**src/rtl/fft_frame_pkg.sv**
```systemverilog
// fft_frame_pkg: shared state encoding and frame geometry for fft_frame_ctrl
package fft_frame_pkg;
    typedef enum logic [2:0] {COLLECT, WRITE, START, WAIT_FFT, READ, PRESENT} state_t;
    localparam int SAMPLES_PER_WORD = 8;
    localparam int COEFS_PER_WORD = 4;
    function automatic int in_words(input int n_points);
        return n_points / SAMPLES_PER_WORD;
    endfunction
    function automatic int out_words(input int n_points);
        return n_points / COEFS_PER_WORD;
    endfunction
endpackage

```
**src/rtl/fft_frame_ctrl_sync_fall_detect.sv**
```systemverilog
// sync_fall_detect: 2-flop synchronizer with a one-cycle falling-edge pulse
module sync_fall_detect (
    input  logic clk,
    input  logic reset_n,
    input  logic d,
    output logic fall
);
    logic s1, s2, prev;
    always_ff @(posedge clk or negedge reset_n)
        if (!reset_n) {s1, s2, prev} <= 3'b000;
        else {s1, s2, prev} <= {d, s1, s2};
    assign fall = prev & ~s2;
endmodule

```
**src/rtl/fft_frame_ctrl.sv**
```systemverilog
// fft_frame_ctrl: SPI word <-> FFT memory frame sequencer
// Optional sticky `overrun` output when FFT_FRAME_CTRL_OVERRUN_EN is defined.
module fft_frame_ctrl
    import fft_frame_pkg::*;
#(
    parameter int N_POINTS = 32,
    parameter int SAMPLE_W = 16,
    parameter int WORD_W   = 8 * SAMPLE_W,
    parameter int ADDR_W   = $clog2(N_POINTS)
) (
    input  logic                  clk,
    input  logic                  reset_n,
    input  logic                  load,
    input  logic [WORD_W-1:0]     rx_word,
    output logic [WORD_W-1:0]     tx_word,
    output logic                  done,
    output logic                  mem_we,
    output logic [ADDR_W-1:0]     mem_addr,
    output logic [SAMPLE_W-1:0]   mem_wdata,
    input  logic [2*SAMPLE_W-1:0] mem_rdata,
    output logic                  fft_start,
    input  logic                  fft_done,
    output logic                  busy
`ifdef FFT_FRAME_CTRL_OVERRUN_EN
    ,output logic                 overrun
`endif
);
    localparam int IN_WORDS  = in_words(N_POINTS);
    localparam int OUT_WORDS = out_words(N_POINTS);
    localparam int WC_W      = $clog2(OUT_WORDS) + 1;

    state_t            state, state_nx;
    logic              load_fall, in_last, out_last;
    logic [WC_W-1:0]   word_cnt;
    logic [2:0]        sub;
    logic [WORD_W-1:0] hold;

    sync_fall_detect u_sync (
        .clk     (clk),
        .reset_n (reset_n),
        .d       (load),
        .fall    (load_fall)
    );

    assign in_last  = word_cnt == WC_W'(IN_WORDS - 1);
    assign out_last = word_cnt == WC_W'(OUT_WORDS - 1);

    always_ff @(posedge clk or negedge reset_n)
        if (!reset_n) state <= COLLECT;
        else state <= state_nx;

    always_comb begin
        state_nx = state;
        case (state)
            COLLECT:  state_nx = load_fall ? WRITE : COLLECT;
            WRITE:    state_nx = sub != 3'd7 ? WRITE : in_last ? START : COLLECT;
            START:    state_nx = WAIT_FFT;
            WAIT_FFT: state_nx = fft_done ? READ : WAIT_FFT;
            READ:     state_nx = sub == 3'd4 ? PRESENT : READ;
            PRESENT:  state_nx = !load_fall ? PRESENT : out_last ? COLLECT : READ;
            default:  state_nx = COLLECT;
        endcase
    end

    // Read addresses go out in sub 0..3; sub 4 only drains the last read.
    always_comb begin
        busy      = state != COLLECT;
        fft_start = state == START;
        done      = state == PRESENT;
        mem_we    = state == WRITE;
        mem_wdata = state == WRITE ? hold[WORD_W-1 -: SAMPLE_W] : '0;
        mem_addr  = state == WRITE ? ADDR_W'({word_cnt, sub}) :
                    (state == READ && sub != 3'd4) ? ADDR_W'({word_cnt, sub[1:0]}) : '0;
    end

    // hold shifts left so the MSB-first sample is always at the top;
    // tx_word shifts in coefficients so the first read ends up in the top slot.
    always_ff @(posedge clk or negedge reset_n)
        if (!reset_n) begin
            word_cnt <= '0;
            sub      <= '0;
            hold     <= '0;
            tx_word  <= '0;
        end else begin
            if (state == COLLECT && load_fall) hold <= rx_word;
            if (state == WRITE) begin
                hold <= hold << SAMPLE_W;
                sub  <= sub + 3'd1;
                if (sub == 3'd7) word_cnt <= in_last ? '0 : word_cnt + 1'b1;
            end
            if (state == READ) begin
                sub <= sub == 3'd4 ? 3'd0 : sub + 3'd1;
                if (sub != 3'd0) tx_word <= {tx_word[WORD_W-2*SAMPLE_W-1:0], mem_rdata};
            end
            if (state == PRESENT && load_fall) word_cnt <= out_last ? '0 : word_cnt + 1'b1;
        end

`ifdef FFT_FRAME_CTRL_OVERRUN_EN
    always_ff @(posedge clk or negedge reset_n)
        if (!reset_n) overrun <= 1'b0;
        else if (load_fall && state inside {WRITE, START, WAIT_FFT, READ}) overrun <= 1'b1;
`endif
endmodule

```
**config.mk**
```make
export PLATFORM = sky130hd
export DESIGN_NAME = fft_frame_ctrl
export DESIGN_NICKNAME = d
export VERILOG_FILES = /design/src/rtl/fft_frame_pkg.sv /design/src/rtl/fft_frame_ctrl_sync_fall_detect.sv /design/src/rtl/fft_frame_ctrl.sv
export SDC_FILE = /design/constraint.sdc
export NUM_CORES = 1
export LEC_CHECK = 0
export ABC_AREA = 1
export CAP_MARGIN = 25
export CORE_ASPECT_RATIO = 1.5
export CORE_MARGIN = 2
export CORE_UTILIZATION = 40
export CTS_BUF_LIST = sky130_fd_sc_hd__clkbuf_2 sky130_fd_sc_hd__clkbuf_4 sky130_fd_sc_hd__clkbuf_8
export DETAILED_ROUTE_END_ITERATION = 6
export DONT_BUFFER_PORTS = 1
export PLACE_DENSITY = 0.65
export SLEW_MARGIN = 20
export SYNTH_ARGS = -nofsm -noshare
export SYNTH_HDL_FRONTEND = slang
export SYNTH_SLANG_ARGS = --single-unit
```
**constraint.sdc**
```tcl
create_clock -name clk -period 1.7 [get_ports clk]
set_input_delay 0.17 -clock clk [delete_from_list [all_inputs] [get_ports clk]]
set_output_delay 0.17 -clock clk [all_outputs]
set_load 0.01 [all_outputs]
```
==> results.py <==
metrics = {
    "run_status": {
        "outcome": "finished, violations left",
        "violations": "hold timing, setup timing",
    },
    "logic_synthesis": {
        "synth_nets": 1602,
        "synthMuxAreaShare": 0,
        "synthAdderAreaFrac": 0.00420,
        "synth_compound_area_frac": 0.133,
        "syn_inst": 1434,
        "yosys.area_share.simple": 0.192,
        "synth_ff_type": "dfrtp_1",
        "synth_top_family_by_area": "simple AND/OR/NAND/NOR gates",
        "synthXorXnorAreaFrac": 0.000734,
        "syn_area_sq_um": 11900,
        "synth_seq_area_share": 0.564,
        "synth_cell_types": 24,
        "yosys_warnings": 0,
        "synth_edf_count": 0,
        "ys_ff_latch": 269,
        "avgSynthCellArea_sq_um": 8.32,
        "postSynth.asyncResetShare": 1.00,
    },
    "global_routing": {
        "grt_pass1_wl_um": 54800,
        "grt_pass1_vias": 10400,
        "overflow": 0,
        "track_usage": 0.217,
        "grt_antenna_before_repair": 3,
        "grt_max_degree": 270,
    },
    "routing": {
        "vias": 11400,
        "drtAntennaViolNets": 0,
        "initialDrtViolationCount": 641,
        "drc": 0,
        "vias_per_cell": 5.36,
        "avgRoutedWirePerCell_um": 21.2,
        "firstDrtPassIters": 5,
        "routed_wl_um": 45000,
    },
    "flow_run": {
        "maxCapViolations": 0,
    },
    "timing": {
        "fmax_ghz": 0.500,
        "max-slew-margin-rel": 0.605,
        "worstMarginPinSlew_ps": 593,
        "setup_violations": 150,
        "final-max-slew-violation-count": 0,
        "fin_crit_ps": 2000,
        "hold_ws_ps": -689,
        "hold_viol_final": 269,
        "fin_ws_ps": -299,
        "rsz0062_at_grt": "yes",
        "fin_crit_sh": 1.18,
        "fin_worst_skew_ps": 23.1,
    },
    "placed_design": {
        "gp_congestion": 0.839,
        "dp_cells": 1779,
        "place_area_sq_um": 12300,
        "dpl.hpwl_um": 21600,
        "io_buffers": 0,
    },
    "power_and_ir_drop": {
        "total_leakage_power_nw": 8.93,
        "ir_worst_vdd_mv": 1.25,
        "powerDensity_nw_per_um2": 2100,
        "finalPower_mw": 38.7,
    },
    "clock_tree": {
        "cts_made_buffers": 43,
        "h-tree-depth": 2,
        "clk_latency_ps": 560,
        "cts.reportedPaths.clkPinSlew_ps": 80,
        "clock_sinks": 269,
        "cts_root_buf": "clkbuf_8",
        "cts_buffer_depth": 3,
        "cts_tree": "done",
    },
    "worst_setup_path": {
        "path_cells": "inv_2 > nor2_4 > nand2_8 > buf_6 > buf_12 > buf_12 > clkbuf_16 > buf_4 > o21ai_2 > nand2_1 > o21ai_1",
        "crit_type": "reg2reg",
        "cpMostUsedCell": "buf_12",
        "slowest_stage": "dfrtp_1",
        "slowest_delay_ps": 420,
        "critical_path_required_ps": 2160,
        "cp_max_fo": 7,
        "cp.arrival_ps": 2460,
        "end_kind": "flip-flop",
        "cp-start-kind": "flip-flop",
    },
    "layout": {
        "nets": 1862,
        "layout.cells.non_filler": 2124,
        "drive_gt1_frac": 0.289,
        "final_util": 0.626,
        "postLayoutCellArea_sq_um": 18400,
        "area_delta_synth_final_pct": 54.2,
    },
    "floorplan": {
        "die_width_um": 145,
        "fp.dieH_um": 216,
        "io_pins": 317,
        "core_sq_um": 29400,
        "rows": 77,
        "start_util": 0.406,
        "die-area_sq_um": 31300,
    },
    "worst_hold_path": {
        "hp-class": "in2async",
    },
}
-- timing repair --
item / 4_1_cts / 5_1_grt
resized for setup: 73 / 529
pin swaps: 6 / 50
buffers inserted: 15 / 24
endpoints found under the setup margin: 23 / 230
hold endpoints to repair: 432 / 270
gates cloned: 1 / 66
hold buffers: 161 / 1
-- synth_stat cells (4+ instances only) --
cell type  instances  area, sq um
a21oi_1           34          170
buf_4             16          120
o21ai_0          169          846
clkbuf_1          17         63.8
dfrtp_1          269         6730
ha_1               4         50.1
inv_1            179          672
buf_6             17          191
o21ai_1          111          556
nor2_1            58          218
buf_2             41          205
nand3_1           89          445
nand2_1          414         1550
-- power breakdown --
group / internal, mW / switching (mW)
clock network: 3.76 / 2.68
registers: 9.50 / 2.84
logic: 8.62 / 11.3
-- stage by stage --
step / setup TNS (ps) / worst slack (ps)
2_1_floorplan: 0 / 290
3_3_place_gp: 0 / 107
3_5_place_dp: 0 / 64.9
4_1_cts: -26610 / -296
5_1_grt: -34170 / -355
6_report: -25540 / -299
-- layout by cell type, fill, tap and decap left out, drive strengths merged --
| cell | Yosys | layout |
|---|---|---|
| nand2 | 418 | 428 |
| o21ai | 281 | 281 |
| dfrtp | 269 | 269 |
| inv | 181 | 181 |
| dlygate4sd3 | 0 | 162 |
| clkbuf | 18 | 109 |
| buf | 74 | 96 |
| nand3 | 89 | 89 |
| nor2 | 60 | 60 |
| a21oi | 34 | 34 |
| ha | 4 | 4 |
| diode | 0 | 3 |
| bufinv | 0 | 3 |
| clkinv | 0 | 3 |
| nand4 | 2 | 2 |
| nor3 | 2 | 2 |
| o21bai | 1 | 1 |
| xnor2 | 1 | 1 |
| clkinvlp | 0 | 1 |
-- critical path, delay by kind of cell, from the launching register on --
| family | cells | cell delay (ps) |
|---|---|---|
| flip-flops | 1 | 420 |
| buffers and inverters | 6 | 830 |
| AND/OR/NAND/NOR | 3 | 370 |
| AO/OA/AOI/OAI | 2 | 270 |
-- layer usage --
metal	vias to the layer above	part of all wire	GRT usage
met5	-	0.00056	0
met4	4	0.065	0.0977
met3	211	0.088	0.0715
met2	661	0.51	0.380
met1	5440	0.34	0.239
li1	5077	-	-
-- registers in the layout (all words and copies together) (netlist names) --
register / count
hold: 128
u_sync.s1: 1
tx_word: 128
u_sync.prev: 1
sub: 3
u_sync.s2: 1
word_cnt: 4
state: 3
-- layout make-up --
| cell class | count | area, sq um |
|---|---|---|
| clock inverters | 7 | 113 |
| inverters | 181 | 687 |
| diodes | 3 | 7.51 |
| clock buffers | 70 | 888 |
| flip-flops and latches | 269 | 6730 |
| multi-input cells | 902 | 5540 |
| well taps | 395 | 494 |
| repair buffers | 297 | 3930 |
| fillers | 2127 | 11000 |
-- final timing paths --
| check | from | end | slack, ps | cells past startpoint |
|---|---|---|---|---|
| hold reg to reg | u_sync.s1$_DFF_PN0_ | u_sync.s2$_DFF_PN0_ | 350 | 0 |
| setup reg to reg | state[0]$_DFF_PN0_ | hold[27]$_DFFE_PN0P_ | -300 | 11 |
| max in group asynchronous | reset_n | hold[47]$_DFFE_PN0P_ | 1880 | 0 |
| min in group clk | load | u_sync.s1$_DFF_PN0_ | 170 | 1 |
| setup / recovery | state[0]$_DFF_PN0_ | hold[27]$_DFFE_PN0P_ | -300 | 11 |
| hold / removal | reset_n | tx_word[7]$_DFFE_PN0P_ | -690 | 0 |
-- cell families (layout without fill, tap and decap cells) --
family / count (synthesis) / count (layout)
AND/OR/NAND/NOR: 571 / 581
AO/OA/AOI/OAI: 316 / 316
buffers and inverters: 273 / 555
flip-flops: 269 / 269
adder cells (fa/ha/maj): 4 / 4
XOR/XNOR: 1 / 1
other: 0 / 3
No activity file was read; power rests on OpenSTA's default activity.
